<file path="src/rtl/srt4_pkg.sv">
// -----------------------------------------------------------------------------
// srt4_pkg
// Shared definitions for the SRT radix-4 on-the-fly quotient converter.
//   state_t        : converter FSM state encoding
//   DIG_M2..DIG_P2 : 3-bit two's-complement quotient digit constants
//   is_legal_digit : true for digits in -2..2
// -----------------------------------------------------------------------------
package srt4_pkg;

  typedef enum logic [1:0] {
    ST_IDLE = 2'd0,
    ST_CONV = 2'd1,
    ST_FIX  = 2'd2,
    ST_DONE = 2'd3
  } state_t;

  localparam logic [2:0] DIG_M2 = 3'b110;
  localparam logic [2:0] DIG_M1 = 3'b111;
  localparam logic [2:0] DIG_Z  = 3'b000;
  localparam logic [2:0] DIG_P1 = 3'b001;
  localparam logic [2:0] DIG_P2 = 3'b010;

  function automatic logic is_legal_digit(input logic [2:0] d);
    return (d == DIG_M2) || (d == DIG_M1) || (d == DIG_Z) ||
           (d == DIG_P1) || (d == DIG_P2);
  endfunction

endpackage

</file>
<file path="src/rtl/srt4_otf_step.sv">
// -----------------------------------------------------------------------------
// srt4_otf_step
// Purely combinational on-the-fly conversion step: appends one radix-4 digit
// to the Q/QM register pair (QM always tracks Q - 1 at the current weight).
// Ports:
//   i_q, i_qm            : current Q and QM
//   i_d                  : legal digit -2..2, two's complement
//   o_q_next, o_qm_next  : Q and QM after appending i_d
// -----------------------------------------------------------------------------
module srt4_otf_step
  import srt4_pkg::*;
#(
  parameter int W = 8
) (
  input  logic [W-1:0] i_q,
  input  logic [W-1:0] i_qm,
  input  logic [2:0]   i_d,
  output logic [W-1:0] o_q_next,
  output logic [W-1:0] o_qm_next
);

  logic       w_d_neg;
  logic       w_d_pos;
  logic [1:0] w_lo_q;
  logic [1:0] w_lo_qm;

  assign w_d_neg = i_d[2];
  assign w_d_pos = !i_d[2] && (i_d != DIG_Z);

  // Low two bits are d mod 4 for Q and (d-1) mod 4 for QM; the borrow into the
  // upper digits is handled by picking QM instead of Q as the shifted prefix.
  assign w_lo_q  = i_d[1:0];
  assign w_lo_qm = i_d[1:0] - 2'd1;

  assign o_q_next  = ((w_d_neg ? i_qm : i_q) << 2) | {{(W-2){1'b0}}, w_lo_q};
  assign o_qm_next = ((w_d_pos ? i_q : i_qm) << 2) | {{(W-2){1'b0}}, w_lo_qm};

endmodule

</file>
<file path="src/rtl/srt4_otf_converter.sv">
// -----------------------------------------------------------------------------
// srt4_otf_converter
// Consumer end of the SRT radix-4 divider: converts MSD-first signed digits
// into a W-bit quotient on the fly and applies the final remainder-sign fix.
//
//   state   | meaning
//   --------+-----------------------------------------------
//   IDLE    | waiting for i_start
//   CONV    | accepting digits, o_digit_ready=1
//   FIX     | awaiting remainder sign, o_fix_ready=1
//   DONE    | o_done=1, o_q holds corrected quotient
//
// Ports:
//   i_clk, i_rst_b       : clock, synchronous active-low reset
//   i_start              : start new conversion (wins over handshakes)
//   i_digit_valid/i_digit, o_digit_ready : digit handshake
//   i_fix_valid/i_rem_neg, o_fix_ready   : sign-correction handshake
//   o_q, o_done, o_err   : result, result valid, sticky illegal-digit flag
// -----------------------------------------------------------------------------
module srt4_otf_converter
  import srt4_pkg::*;
#(
  parameter int W = 8
) (
  input  logic         i_clk,
  input  logic         i_rst_b,
  input  logic         i_start,
  input  logic         i_digit_valid,
  input  logic [2:0]   i_digit,
  output logic         o_digit_ready,
  input  logic         i_fix_valid,
  input  logic         i_rem_neg,
  output logic         o_fix_ready,
  output logic [W-1:0] o_q,
  output logic         o_done,
  output logic         o_err
);

  localparam int N     = W / 2;
  localparam int CNT_W = $clog2(N) + 1;

  generate
    if ((W % 2) != 0 || W < 4) begin : g_bad_w
      $error("srt4_otf_converter: W must be even and >= 4");
    end
  endgenerate

  state_t             r_state;
  logic [W-1:0]       r_qa;
  logic [W-1:0]       r_qm;
  logic [CNT_W-1:0]   r_cnt;
  logic [W-1:0]       r_q;
  logic               r_done;
  logic               r_err;

  logic               w_legal;
  logic [2:0]         w_d_eff;
  logic [W-1:0]       w_q_next;
  logic [W-1:0]       w_qm_next;

  // Illegal digits are folded to zero so Q/QM stay consistent.
  assign w_legal = is_legal_digit(i_digit);
  assign w_d_eff = w_legal ? i_digit : DIG_Z;

  srt4_otf_step #(.W(W)) u_step (
    .i_q       (r_qa),
    .i_qm      (r_qm),
    .i_d       (w_d_eff),
    .o_q_next  (w_q_next),
    .o_qm_next (w_qm_next)
  );

  always_ff @(posedge i_clk) begin
    if (!i_rst_b) begin
      r_state <= ST_IDLE;
      r_qa    <= '0;
      r_qm    <= '1;
      r_cnt   <= '0;
      r_q     <= '0;
      r_done  <= 1'b0;
      r_err   <= 1'b0;
    end else if (i_start) begin
      r_state <= ST_CONV;
      r_qa    <= '0;
      r_qm    <= '1;
      r_cnt   <= '0;
      r_q     <= '0;
      r_done  <= 1'b0;
      r_err   <= 1'b0;
    end else begin
      case (r_state)
        ST_CONV: begin
          if (i_digit_valid) begin
            r_qa  <= w_q_next;
            r_qm  <= w_qm_next;
            r_cnt <= r_cnt + CNT_W'(1);
            if (!w_legal) r_err <= 1'b1;
            if (r_cnt == CNT_W'(N - 1)) r_state <= ST_FIX;
          end
        end
        ST_FIX: begin
          if (i_fix_valid) begin
            r_q     <= i_rem_neg ? r_qm : r_qa;
            r_done  <= 1'b1;
            r_state <= ST_DONE;
          end
        end
        default: ;
      endcase
    end
  end

  assign o_digit_ready = (r_state == ST_CONV);
  assign o_fix_ready   = (r_state == ST_FIX);
  assign o_q           = r_q;
  assign o_done        = r_done;
  assign o_err         = r_err;

endmodule
</file>
<file path="config.mk">
export PLATFORM = sky130hd
export DESIGN_NAME = srt4_otf_converter
export DESIGN_NICKNAME = d
export VERILOG_FILES = /design/src/rtl/srt4_pkg.sv /design/src/rtl/srt4_otf_step.sv /design/src/rtl/srt4_otf_converter.sv
export SDC_FILE = /design/constraint.sdc
export NUM_CORES = 1
export LEC_CHECK = 0
export BUFFER_PORTS_ARGS = -buffer_cell sky130_fd_sc_hd__buf_4
export CORE_MARGIN = 1
export CORE_UTILIZATION = 51
export DETAILED_ROUTE_END_ITERATION = 16
export PLACE_DENSITY = 0.72
export RECOVER_POWER = 100
export SETUP_SLACK_MARGIN = 0.4
export SYNTH_ARGS = -nofsm -noshare
export SYNTH_HDL_FRONTEND = slang
export SYNTH_SLANG_ARGS = --single-unit
export TNS_END_PERCENT = 20
</file>
<file path="constraint.sdc">
create_clock -name i_clk -period 1.8 [get_ports i_clk]
set_input_delay 0.36 -clock i_clk [delete_from_list [all_inputs] [get_ports i_clk]]
set_output_delay 0.36 -clock i_clk [all_outputs]
set_load 0.01 [all_outputs]
</file>
; Yosys cells after proc, flatten, opt, wreduce, memory -nomap -nowiden
; Cells that the tools add are included.
[classes]
n_eq_ne = 13
bitwise = 4
muxes = 9
n_addsub = 2
n_reduce_logical = 16
[op_table]
columns = operator, n
row1 = $or A8 B2 Y8, 2
row2 = $mux W6, 2
row3 = $mux W8, 1
row4 = $reduce_and A4 Y1, 2
row5 = $eq A3 B2 Y1 const B, 2
row6 = $eq A3 B3 Y1 const B, 2
row7 = $mux W2, 3
row8 = $ne A3 B3 Y1 const B, 2
row9 = $reduce_bool A3 Y1, 2
row10 = $logic_or A1 B1 Y1, 4
row11 = $ne A2 B2 Y1 const B, 2
row12 = $pmux W2 S2, 1
row13 = $reduce_and A2 Y1, 2
row14 = $add A3 B1 Y3 const B, 1
row15 = $eq A3 B1 Y1 const B, 1
row16 = $logic_not A3 Y1, 1
row17 = $mux W3, 1
row18 = $ne A3 B2 Y1 const B, 1
row19 = $reduce_and A3 Y1, 1
row20 = $eq A2 B1 Y1 const B, 1
row21 = $eq A2 B2 Y1 const B, 1
row22 = $ne A2 B1 Y1 const B, 1
row23 = $not A1 Y1, 2
row24 = $reduce_bool A2 Y1, 1
row25 = other kinds (5), 5
[totals]
word_cells = 52
out_inout_bits = 12
regBits = 31
input_bits = 9

; Logic depth before layout (Yosys ltp)
[logic_depth]
word_depth = 10
mapped_depth = 7
depth_no_buf = 6

; Modules after synthesis
; Synthesis repeated with hierarchy kept, for this count alone.
[hier_totals]
hier_cells = 164
area_unflattened_um2 = 1532.7
[by_module_without_submodules]
columns = module, area_per_inst_um2, cells_each, n_inst, seq_area_each_um2
row1 = srt4_otf_converter, 1305.0, 144, 1, 620.6
row2 = srt4_otf_step, 227.7, 20, 1, 0.0

; Least setup slack after synthesis
; Ideal clock, no wire load.
[synth_timing]
path_type = input to register
from = input port i_digit[2]
to = register r_qm[2]
path_buffers = 1
path_stages = 7
path_slack_ns = 0.153
t_required_ns = 1.660
setup_time_ns = 0.140
arrival_time_ns = 1.507
cell_sequence = and2_1 buf_4 o21ai_0 ha_1 a21o_1 a221oi_1 o21ai_0
[synth_between]
elab_chain_len = 10
word_cells_on_any_way = 15
classes_between = 4 x eq/ne / 2 x mux / 1 x bitwise / 8 x reduce/logical
[synth_rtl]
columns = item, line
row1 = "start, declared", srt4_otf_converter.sv:29  ; input logic [2:0] i_digit,
row2 = $eq A3 B3 Y1, srt4_pkg.sv:24  ; return (d == DIG_M2) || (d == DIG_M1) || (d == DIG_Z) ||
row3 = $logic_or A1 B1 Y1 (3 in series), srt4_pkg.sv:24
row4 = $logic_or A1 B1 Y1, srt4_pkg.sv:25  ; (d == DIG_P1) || (d == DIG_P2);
row5 = $mux W3 (*), srt4_otf_converter.sv:63  ; assign w_d_eff = w_legal ? i_digit : DIG_Z;
row6 = $reduce_bool A3 Y1 / $logic_not A1 Y1 (equally long branches), srt4_otf_step.sv:28  ; assign w_d_pos = !i_d[2] && (i_d != DIG_Z);
row7 = $logic_and A1 B1 Y1 (*), srt4_otf_step.sv:28
row8 = $mux W6 (*), srt4_otf_step.sv:36  ; assign o_qm_next = ((w_d_pos ? i_q : i_qm) << 2) | {{(W-2){1'b0}}, w_lo_qm};
row9 = $or A8 B2 Y8 (*), srt4_otf_step.sv:36
row10 = "end signal, assigned", srt4_otf_converter.sv:95  ; r_qm <= w_qm_next;
row11 = "end, declared", srt4_otf_converter.sv:50  ; logic [W-1:0] r_qm;
; Every way passes the cells marked *; elsewhere a longest branch is shown, timed or not.
; A chain may end at the register's enable or synchronous reset.

; Worst setup path in the final report
[layout_timing]
from = register r_state[1]
to = register r_qm[0]
[layout_between]
elab_chain_len = 2
[layout_rtl]
columns = item, line
row1 = "start, declared", srt4_otf_converter.sv:48  ; state_t r_state;
row2 = "start signal, assigned", srt4_otf_converter.sv:75  ; r_state <= ST_IDLE;
row3 = "start signal, assigned", srt4_otf_converter.sv:83  ; r_state <= ST_CONV;
row4 = "start signal, assigned", srt4_otf_converter.sv:98  ; if (r_cnt == CNT_W'(N - 1)) r_state <= ST_FIX;
row5 = $eq A2 B1 Y1, srt4_otf_converter.sv:91  ; case (r_state)
row6 = $reduce_and A2 Y1 (no line), -
; No other way between the ends.

==> metrics.md <==
| Metric | Value |
|---|---|
| Status | `completed` |
| Share of layout cells above drive strength 1 | `22.65%` |
| Worst Setup End Kind | `flip-flop` |
| Crit Path Max Fanout | `13` |
| Final Hold Vio Count | `0` |
| Period utilization | `83.27%` |
| Top post-synthesis cells by area | `dfxtp_1, a311oi_2, nor2_1, mux2i_1, nand2_1` |
| Largest area contributor in the netlist | `dfxtp_1` |
| Slew headroom | `51.45%` |
| Detail Placement HPWL | `2.120 mm` |
| Core ar. | `2758 um2` |
| Postcts setup bufs | `0` |
| Routability congestion estimate | `0.8352` |
| Clock Latency Late Sink | `0.33 ns` |
| Top FF cell, synth | `dfxtp_1` |
| Post-Synthesis Mean Instance Area | `9.364 um2` |
| Io pins | `21` |
| Final WL | `3.040 mm` |
| NumNets Final | `192` |
| Leakage | `0.6263 nW` |
| Area growth from synthesis to layout | `16.72%` |
| I/O Buffers | `20` |
| Hold_ws | `0.2708 ns` |
| Synth Warn # | `0` |
| Gr ovfl total | `0` |
| TritonCTS buffer count | `5` |
| Post-DRT Antenna Nets | `0` |
| Drt wl/cell | `14.34 um` |
| Post-route cell area | `1738 um2` |
| Bufs on Longest Clock Path | `2` |
| Sink Count | `31` |
| Seq/Total Area, Yosys | `41.68%` |
| Initial antenna violation count | `0` |
| Pwr Density | `823.0 nW/um2` |
| Total Routing Usage GR | `21.94%` |
| Post-CTS resize count | `2` |
| Post-synth EDFFs | `0` |
| Skew final | `0.003899 ns` |
| Top cell type's share of synthesized area | `41.68%` |
| Vias in the first global route | `1146` |
| Least-Margin Pin Slew | `0.7283 ns` |
| First-pass DRT Iterations | `4` |
| Die area | `3139 um2` |
| Total Neg Setup Slack | `0 ns` |
| Synth async-reset ratio | `0%` |
| Fmax | `667.2 MHz` |
| Die Y | `56.03 um` |
| CTS tree | `built` |
| Critical Path AT | `1.73 ns` |
| H-tree depth | `2` |
| Setup violations, final | `0` |
| Syn Std Cell Area | `1489 um2` |
| Synth Register Bits | `31` |
| Via density | `5.651` |
| DR iter-0 viols | `29` |
| Power Total | `0.001430 W` |
| Worst EP required | `2.03 ns` |
| Max-slew violation count | `0` |
| First-pass GRT wire length | `5.292 mm` |
| Worst-path clk slew | `0.09 ns` |
| Site Rows | `19` |
| CTS Root Cell | `clkbuf_4` |
| Area post-placement | `1702 um2` |
| Final Util | `63.02%` |
| Tmin final | `1.499 ns` |
| Startpoint types | `flip-flop` |
| Vias | `1198` |
| Largest net degree at the start of global routing | `21` |
| # hold bufs at CTS | `0` |
| Initial Util | `53.99%` |
| Chip Width | `56.03 um` |
| Post-synth cell types | `35` |
| RSZ-0062 raised after global routing | `yes` |
| WS Path Type | `flip-flop to flip-flop` |
| Most frequent cells in the layout | `dfxtp_1, nor2_1, nand2_1, buf_4, clkbuf_1` |
| # DRC | `0` |
| Tightest Hold Check Type | `input port to flip-flop` |
| Number of diodes | `0` |
| VDD IR max | `0.0006177 V` |
| Mapped Nets | `171` |
| Synth Instances | `159` |
| Leading cell type in the layout, fill and taps excluded | `dfxtp_1` |
| Max Cap Viol | `0` |
==> final timing paths <==
| check | start | endpoint | slack, ns | depth (start not counted) |
|---|---|---|---|---|
| min reg2reg | o_done | o_done | 0.47 | 2 |
| max | r_state[1] | r_qm[0] | 0.30 | 4 |
| max reg2reg | r_state[1] | r_qm[0] | 0.30 | 4 |
| min | i_rst_b | r_state[0] | 0.27 | 2 |
==> state kept, by name (all words and copies together), names as in the netlist <==
signal and count:
r_qm 8, o_done 1, o_err 1, r_state 2, o_q 8, r_cnt 3
r_qa 8
==> Yosys cell counts, drive strengths merged, types with 3 or more instances <==
master and number:
dfxtp 31, nor2 26, nand2 19, buf 10
a211oi 9, mux2i 8, nor2b 7, o21ai 7
a221oi 6, a311oi 6, a21oi 5, nand2b 4
ha 3
==> stage by stage <==
| step | setup WS [ns] | cells |
|---|---|---|
| after floorplan | 0.3383 | 159 |
| after global placement | 0.1769 | 204 |
| after detailed placement | 0.1496 | 204 |
| after CTS | 0.3990 | 212 |
| after global routing | 0.2046 | 212 |
| final | 0.3012 | 212 |
==> cell families (layout without fill, tap and decap cells) <==
group,count (synthesis),in the layout,share of synthesized area (%)
compound gates,40,40,22.44
xor+xnor,1,1,0.5883
fa+ha+maj,3,3,2.521
buf+inv,12,34,6.973
flops,31,31,41.68
mux,8,8,5.378
simple gates,64,64,20.42
==> where the power goes <==
part	switching [W]	internal, W	total, W
logic	0.0000918	0.0000687	0.000160
clock network	0.000234	0.000328	0.000562
registers	0.0000109	0.000696	0.000707
total	0.000337	0.00109	0.00143
==> worst max-delay path, cell delays in order (launching register included) <==
cell and delay, ns:
dfxtp_1 0.41, nand3b_1 0.13, clkbuf_1 0.56, nand2b_1 0.11, a21o_1 0.19
==> layer usage <==
metal	GRT usage, %	wire length [um]	vias to the layer above
li1	-	-	605
met5	0	0	-
met4	9.059	18	0
met2	34.86	1458	27
met1	27.46	1437	564
met3	6.977	125	2
==> cell type report <==
| cell class | instances | area, um2 |
|---|---|---|
| clock buffer | 6 | 51.30 |
| clock inverter | 2 | 35.03 |
| fill | 256 | 1020 |
| inverter | 1 | 3.754 |
| multi-input combinational | 116 | 833.3 |
| sequential | 31 | 620.6 |
| tap | 31 | 38.79 |
| timing repair buffer | 25 | 155.1 |
(Power assumes the default switching activity.)
